File: src/rtl/steer_sched.sv
// Steering scheduler: slews the servo direction code one ladder step per step
// edge toward a target chosen by a TRACK / MANUAL / LOST state machine.
module steer_sched #(
    parameter int PERIOD_US   = 5000,
    parameter int LOST_FRAMES = 40,
    parameter int STEP_FRAMES = 1
) (
    input  logic       clkus,
    input  logic       rst,
    input  logic [2:0] trk_dir,
    input  logic       trk_valid,
    input  logic       man_req,
    input  logic [2:0] man_dir,
    output logic [2:0] direction,
    output logic       man_gnt,
    output logic       frame,
    output logic       at_target,
    output logic       lost,
    output logic [1:0] state_dbg
);

    localparam int FW = (PERIOD_US > 1) ? $clog2(PERIOD_US) : 1;
    localparam int SW = (STEP_FRAMES > 1) ? $clog2(STEP_FRAMES) : 1;
    localparam int LW = $clog2(LOST_FRAMES + 1);

    typedef enum logic [1:0] {
        S_TRACK  = 2'd0,
        S_MANUAL = 2'd1,
        S_LOST   = 2'd2
    } state_t;

    state_t        state_q, state_d;
    logic [FW-1:0] frame_cnt_q, frame_cnt_d;
    logic [SW-1:0] step_cnt_q, step_cnt_d;
    logic [LW-1:0] lost_cnt_q, lost_cnt_d;
    logic [2:0]    latch_q, latch_d;
    logic [2:0]    dir_q, dir_d;
    logic          armed_q, armed_d;

    logic       step_edge, grant, rel;
    logic [2:0] man_dec, cur_tgt, step_tgt, idx_cur, idx_tgt;

    function automatic logic [2:0] decode(input logic [2:0] c);
        case (c)
            3'b000, 3'b001, 3'b011, 3'b101, 3'b111: decode = c;
            default:                                decode = 3'b000;
        endcase
    endfunction

    function automatic logic [2:0] to_idx(input logic [2:0] c);
        case (c)
            3'b011:  to_idx = 3'd0;
            3'b001:  to_idx = 3'd1;
            3'b101:  to_idx = 3'd3;
            3'b111:  to_idx = 3'd4;
            default: to_idx = 3'd2;
        endcase
    endfunction

    function automatic logic [2:0] to_code(input logic [2:0] i);
        case (i)
            3'd0:    to_code = 3'b011;
            3'd1:    to_code = 3'b001;
            3'd3:    to_code = 3'b101;
            3'd4:    to_code = 3'b111;
            default: to_code = 3'b000;
        endcase
    endfunction

    always_ff @(posedge clkus or posedge rst) begin
        if (rst) begin
            state_q     <= S_TRACK;
            frame_cnt_q <= '0;
            step_cnt_q  <= '0;
            lost_cnt_q  <= '0;
            latch_q     <= 3'b000;
            dir_q       <= 3'b000;
            armed_q     <= 1'b0;
        end else begin
            state_q     <= state_d;
            frame_cnt_q <= frame_cnt_d;
            step_cnt_q  <= step_cnt_d;
            lost_cnt_q  <= lost_cnt_d;
            latch_q     <= latch_d;
            dir_q       <= dir_d;
            armed_q     <= armed_d;
        end
    end

    // man_req/man_gnt handshake: the grant is taken only on a frame pulse while
    // man_req is high, holds while man_req stays high, and drops on the first
    // edge that sees man_req low. A request seen at reset must go low once first.
    always_comb begin
        frame       = (frame_cnt_q == FW'(PERIOD_US - 1));
        frame_cnt_d = frame ? '0 : frame_cnt_q + FW'(1);
        step_edge   = frame && (step_cnt_q == SW'(STEP_FRAMES - 1));
        step_cnt_d  = step_cnt_q;
        if (frame) step_cnt_d = step_edge ? '0 : step_cnt_q + SW'(1);

        latch_d = trk_valid ? decode(trk_dir) : latch_q;
        armed_d = armed_q | ~man_req;
        man_dec = decode(man_dir);

        grant = (state_q != S_MANUAL) && frame && man_req && armed_q;
        rel   = (state_q == S_MANUAL) && !man_req;

        lost_cnt_d = lost_cnt_q;
        if (trk_valid) lost_cnt_d = '0;
        else if (frame && lost_cnt_q != LW'(LOST_FRAMES)) lost_cnt_d = lost_cnt_q + LW'(1);
        if (rel) lost_cnt_d = '0;

        state_d = state_q;
        case (state_q)
            S_TRACK: begin
                if (grant) state_d = S_MANUAL;
                else if (lost_cnt_d == LW'(LOST_FRAMES)) state_d = S_LOST;
            end
            S_MANUAL: if (rel) state_d = S_TRACK;
            S_LOST: begin
                if (grant) state_d = S_MANUAL;
                else if (trk_valid) state_d = S_TRACK;
            end
            default: state_d = S_TRACK;
        endcase

        case (state_q)
            S_MANUAL: cur_tgt = man_dec;
            S_LOST:   cur_tgt = 3'b000;
            default:  cur_tgt = latch_q;
        endcase

        // A grant edge steps toward the manoeuvre target; a release edge still uses it.
        step_tgt = (state_q == S_MANUAL || grant) ? man_dec : cur_tgt;
        idx_cur  = to_idx(dir_q);
        idx_tgt  = to_idx(step_tgt);
        dir_d    = dir_q;
        if (step_edge) begin
            if (idx_cur < idx_tgt) dir_d = to_code(idx_cur + 3'd1);
            else if (idx_cur > idx_tgt) dir_d = to_code(idx_cur - 3'd1);
        end
    end

    assign direction = dir_q;
    assign man_gnt   = (state_q == S_MANUAL);
    assign lost      = (state_q == S_LOST);
    assign at_target = (dir_q == cur_tgt);
    assign state_dbg = state_q;

endmodule

File: config.mk
export PLATFORM = sky130hd
export DESIGN_NAME = steer_sched
export DESIGN_NICKNAME = d
export VERILOG_FILES = /design/src/rtl/steer_sched.sv
export SDC_FILE = /design/constraint.sdc
export NUM_CORES = 1
export LEC_CHECK = 0
export CAP_MARGIN = 25
export CORE_MARGIN = 1.5
export CORE_UTILIZATION = 35
export CTS_CLUSTER_SIZE = 20
export DETAILED_ROUTE_END_ITERATION = 16
export GPL_TIMING_DRIVEN = 0
export PLACE_DENSITY_LB_ADDON = 0.08
export SLEW_MARGIN = 10
export SYNTH_ARGS = -nofsm -noshare
export SYNTH_HDL_FRONTEND = slang
export SYNTH_SLANG_ARGS = --single-unit
File: constraint.sdc
create_clock -name clkus -period 9.45 [get_ports clkus]
set_input_delay 1.4175 -clock clkus [delete_from_list [all_inputs] [get_ports clkus]]
set_output_delay 1.4175 -clock clkus [all_outputs]
set_load 0.05 [all_outputs]
# Word level (Yosys, flattened, before mapping)
# Cells that the tools add are included.
# W data, S select, Z words.
[totals] reg_bits=29 elab_cells=88 inputBits=10 output_inout_bits=9
[classes] n_bitwise=3 n_mux=21 addsub=5 n_eq_ne=32 magnitude_cmp=2 n_reduce_logical=18
[ops] operator="$pmux W3 S4" n=4
[ops] operator="$eq A3 B3 Y1 const B" n=10
[ops] operator="$eq A3 B1 Y1 const B" n=6
[ops] operator="$eq A3 B2 Y1 const B" n=6
[ops] operator="$mux W6" n=3
[ops] operator="$mux W3" n=5
[ops] operator="$add A13 B1 Y13 const B" n=1
[ops] operator="$eq A13 B13 Y1 const B" n=1
[ops] operator="$mux W13" n=1
[ops] operator="$logic_not A3 Y1" n=4
[ops] operator="$mux W2" n=5
[ops] operator="$reduce_or A5 Y1" n=2
[ops] operator="$add A6 B1 Y6 const B" n=1
[ops] operator="$eq A6 B6 Y1 const B" n=1
[ops] operator="$logic_and A1 B1 Y1" n=6
[ops] operator="$ne A6 B6 Y1 const B" n=1
[ops] operator="$pmux W2 S3" n=1
[ops] operator="$pmux W3 S2" n=1
[ops] operator="$ne A2 B1 Y1 const B" n=2
[ops] operator="$add A3 B1 Y3 const B" n=1
[ops] operator="$eq A3 B3 Y1" n=1
[ops] operator="$gt A3 B3 Y1" n=1
[ops] operator="$lt A3 B3 Y1" n=1
[ops] operator="$ne A3 B2 Y1 const B" n=1
[ops] operator="14 further kinds" n=15

# Logic depth before layout (Yosys ltp)
[logic_depth] depth_word=11 mapped_depth=15

# Worst setup path before layout
# No wires, ideal clock.
[synth_path] kind="input to output" start="input man_dir[0]" end="output at_target" t_arrival_ns=3.028 path_stages=4 slack_ns=5.005 t_required_ns=8.033 path_cell_list="and2_1 -> a31oi_1 -> xnor2_1 -> nor3_1"
[synth_via] elab_chain_cells=5 word_cells_on_any_way=9
[synth_rtl] element="start, declared" line="13" rtl="input logic [2:0] man_dir,"
[synth_rtl] element="$eq A3 B1 Y1 (tied with other cells)" line="44" rtl="case (c)"
[synth_rtl] element="$reduce_or A5 Y1" line="44"
[synth_rtl] element="$mux W3 (*)" line="44"
[synth_rtl] element="$pmux W3 S2 (*)" line="126" rtl="case (state_q)"
[synth_rtl] element="$eq A3 B3 Y1 (*)" line="146" rtl="assign at_target = (dir_q == cur_tgt);"
[synth_rtl] element="end, declared" line="17" rtl="output logic at_target,"
# Mark *: on every way between the ends. The rest lies on a longest branch, timed or not.

# Worst setup path in the final report
# Ends and elaborated chain as after synthesis.

==> qor.json <==
{
  "routed-wl-met3_um": 125,
  "grt_max_degree": 17,
  "critical_path_peak_fanout": 4,
  "cts.htree.levels": 2,
  "hold_viol": 0,
  "top_area_cell_type_share_of_the_netlist_area_pct": 40.7,
  "top_layer": "met4",
  "met2_wirelength_um": 1720,
  "timing.clock.skew_ps": 5.82,
  "syn-num-nets": 204,
  "mappedNetlistArea_um2": 1780,
  "first_global_vias": 1431,
  "detailed_place_hpwl_um": 2690,
  "design.final.nets": 229,
  "cts-hold-fix-buffers": 0,
  "most_common_flop_cell_mapped_by_yosys": "sky130_fd_sc_hd__dfrtp_1",
  "most_repeated_cell_in_the_gate_level_netlist_after_synthesis": "sky130_fd_sc_hd__dfrtp_1",
  "number_of_antenna_violations_at_the_first_check_in_global_routing": 0,
  "post_synth_num_cell_types": 38,
  "routed_wire_length_per_instance_um": 13.1,
  "setup_total_negative_slack_ps": 0,
  "critPathArrivalTime_ps": 3500,
  "postCtsResizedCells": 0,
  "wirelength_um": 3620,
  "post_synthesis_area_per_instance_um2": 9.63,
  "max-vdd-ir-drop_mv": 0.0692,
  "synthXorXnorAreaFrac_pct": 9.34,
  "synth_register_bits": 29,
  "clock_path_buffers": 2,
  "share_of_synthesized_area_spent_on_multiplexers_pct": 3.02,
  "drtAntennaViolNets": 0,
  "globalRouteTotalUtil_pct": 15.1,
  "combinational_family_with_the_most_area_after_synthesis": "simple AND/OR/NAND/NOR gates",
  "dr.first_iter.drc_count": 46,
  "dr.pass1.iters": 4,
  "tritoncts": "built",
  "crit_buf_inv": 2,
  "path_clk_slew_ps": 70,
  "chipWidth_um": 74.4,
  "power.static_leakage_nw": 0.960,
  "io-pin-count": 19,
  "async_reset_ff_share_pct": 100,
  "critical-path-slowest-cell": "sky130_fd_sc_hd__clkdlybuf4s50_1",
  "fin_worst_hold_slack_ps": 497,
  "fmax_ghz": 0.203,
  "final-seq-area_um2": 726,
  "finalSetupViolations": 0,
  "period_share_pct": 52.0,
  "critical_path_required_ps": 8030,
  "relSlewSlack_pct": 56.5,
  "pin_slew_with_the_least_headroom_to_its_limit_ps": 651,
  "viasPerCell": 5.00,
  "critical_path_class": "in -> out",
  "report.final.slew_viol_count": 0,
  "diode_insertion_count_for_antenna_repair": 0,
  "worst_setup_path_end_kind": "output pin",
  "rows": 25,
  "multi_input_area_um2": 982,
  "outcome": "completed",
  "worst_path_largest_cell_delay_ps": 820,
  "numClockSinks": 29,
  "synth-seq-area-share_pct": 40.7,
  "postCtsSetupBuffers": 0,
  "fillers": 474,
  "cp_cell_sequence": "clkdlybuf4s50_1 -> and2_1 -> nand3_1 -> o21a_1 -> xnor2_1 -> nor3_1 -> clkdlybuf4s50_1",
  "netlist_top_cells_count": "sky130_fd_sc_hd__dfrtp_1 (29), sky130_fd_sc_hd__nor2_1 (20), sky130_fd_sc_hd__inv_1 (15)",
  "synth_area_in_compound_gates_pct": 11.9,
  "synth_area_leaders": "sky130_fd_sc_hd__dfrtp_1 (41%), sky130_fd_sc_hd__ha_1 (6.3%), sky130_fd_sc_hd__xnor2_1 (4.9%)",
  "power-per-cell-area_nw_per_um2": 130,
  "synth_cells": 185,
  "global_route_wire_length_before_repair_um": 6290,
  "start_util_pct": 37.0,
  "yosysWarningCount": 0,
  "clock_buffer_count_from_cts": 5,
  "path_delay_family": "buffers and inverters",
  "drive_above_1_share_pct": 11.0,
  "io_buffers": 17,
  "clock_latency_ps": 280,
  "gpl.final_weighted_congestion": 0.903,
  "synth_edf_count": 0,
  "floorplan.die.height_um": 74.4,
  "min_path_type": "reg -> reg",
  "critical_path_s_most_frequent_cell": "sky130_fd_sc_hd__clkdlybuf4s50_1",
  "grt_setup_unrepaired": "false",
  "wl_met1_um": 1690,
  "core_region_area_um2": 4820,
  "maxCapViolCount": 0,
  "synth-simple-area-share_pct": 24.6,
  "yosys.area.top_type": "sky130_fd_sc_hd__dfrtp_1",
  "grt_overflow_total": 0,
  "root_buffer_selected_by_cts": "sky130_fd_sc_hd__clkbuf_8",
  "area.growth.synth_to_final_pct": 20.9,
  "post_synthesis_adder_cell_area_fraction_pct": 6.32,
  "detail_route.drc_violations": 0,
  "floorplan.die_area_um2": 5530,
  "num_vias": 1386,
  "timing.critical_path.from_type": "input pin",
  "fin_crit_ps": 4920
}
final cells by class:
type | count | share of cell area, %
repair buffers | 18 | 8.59
inverters | 15 | 2.61
clock inverters | 2 | 1.63
plain buffers | 4 | 0.813
multi-input cells | 137 | 45.6
clock buffers | 5 | 3.19
well taps | 67 | 3.89
flip-flops and latches | 29 | 33.7
through the flow:
stage | power [mW] | area [µm²] | std cells | util (%) | worst slack (ps)
after floorplan | 0.148 | 1780 | 185 | - | 5000
after global placement | 0.157 | 2040 | 269 | 42.3 | 4570
after detailed placement | 0.158 | 2050 | 270 | 42.6 | 4540
after CTS | 0.286 | 2150 | 277 | 44.7 | 4530
after global routing | 0.293 | 2150 | 277 | 44.7 | 4450
final | 0.280 | 2150 | 277 | 44.7 | 4530
metal layers:
layer / GRT usage [%] / vias up
met2: 25.0 / 22
met4: 7.47 / 0
met5: 0 / -
met3: 3.79 / 10
met1: 18.2 / 661
li1: - / 693
cells in the final DEF, fill, tap and decap left out, types with 5 or more instances in the layout:
cell,synthesis,routed
sky130_fd_sc_hd__dfrtp_1,29,29
sky130_fd_sc_hd__nor2_1,20,20
sky130_fd_sc_hd__clkdlybuf4s50_1,0,17
sky130_fd_sc_hd__inv_1,15,15
sky130_fd_sc_hd__nand3_1,13,13
sky130_fd_sc_hd__o21ai_0,13,13
sky130_fd_sc_hd__xnor2_1,10,10
sky130_fd_sc_hd__xor2_1,9,9
sky130_fd_sc_hd__ha_1,9,9
sky130_fd_sc_hd__and3_1,7,7
sky130_fd_sc_hd__nand2b_1,6,6
sky130_fd_sc_hd__nand2_1,6,6
sky130_fd_sc_hd__a31oi_1,5,5
sky130_fd_sc_hd__clkbuf_8,0,5
worst reg2reg max path: cells and delay by family (launching register included):
| kind | cells | cell delay (ps) |
|---|---|---|
| flip-flops | 1 | 410 |
| buffers and inverters | 1 | 190 |
| adder cells (fa/ha/maj) | 2 | 580 |
| AO/OA/AOI/OAI | 6 | 1390 |
| AND/OR/NAND/NOR | 4 | 770 |
registers in the layout, summed over array words and instances, names as in the netlist:
signal and flops:
latch_q 3, step_cnt_q 1, armed_q 1, lost_cnt_q 6, direction 3, state_dbg 2, frame_cnt_q 13
where the power goes:
part	internal [mW]	total (mW)	leakage (nW)	switching [mW]
Combinational	0.0125	0.0291	0.535	0.0166
Clock	0.0765	0.125	0.0540	0.0484
Sequential	0.126	0.126	0.371	0.000757
cells by family (layout without fill, tap and decap cells):
family | count (synthesis) | after routing
buffers and inverters | 19 | 44
muxes | 5 | 5
adders and majority gates | 9 | 9
AOI/OAI and AO/OA | 32 | 32
DFF | 29 | 29
xor gates and xnor gates | 19 | 19
and+or+nand+nor | 72 | 72
final timing paths:
path	startpoint	end	slack [ps]	cells past startpoint
setup / recovery	man_dir[0]	at_target	4530	7
hold / removal	frame_cnt_q[0]	frame_cnt_q[0]	500	1
setup reg to reg	frame_cnt_q[0]	direction[2]	6050	13
hold reg to reg	frame_cnt_q[0]	frame_cnt_q[0]	500	1
max in group asynchronous	rst	latch_q[0]	7390	3
min in group asynchronous	rst	direction[1]	1520	2
Power figures use the tool's default switching activity.
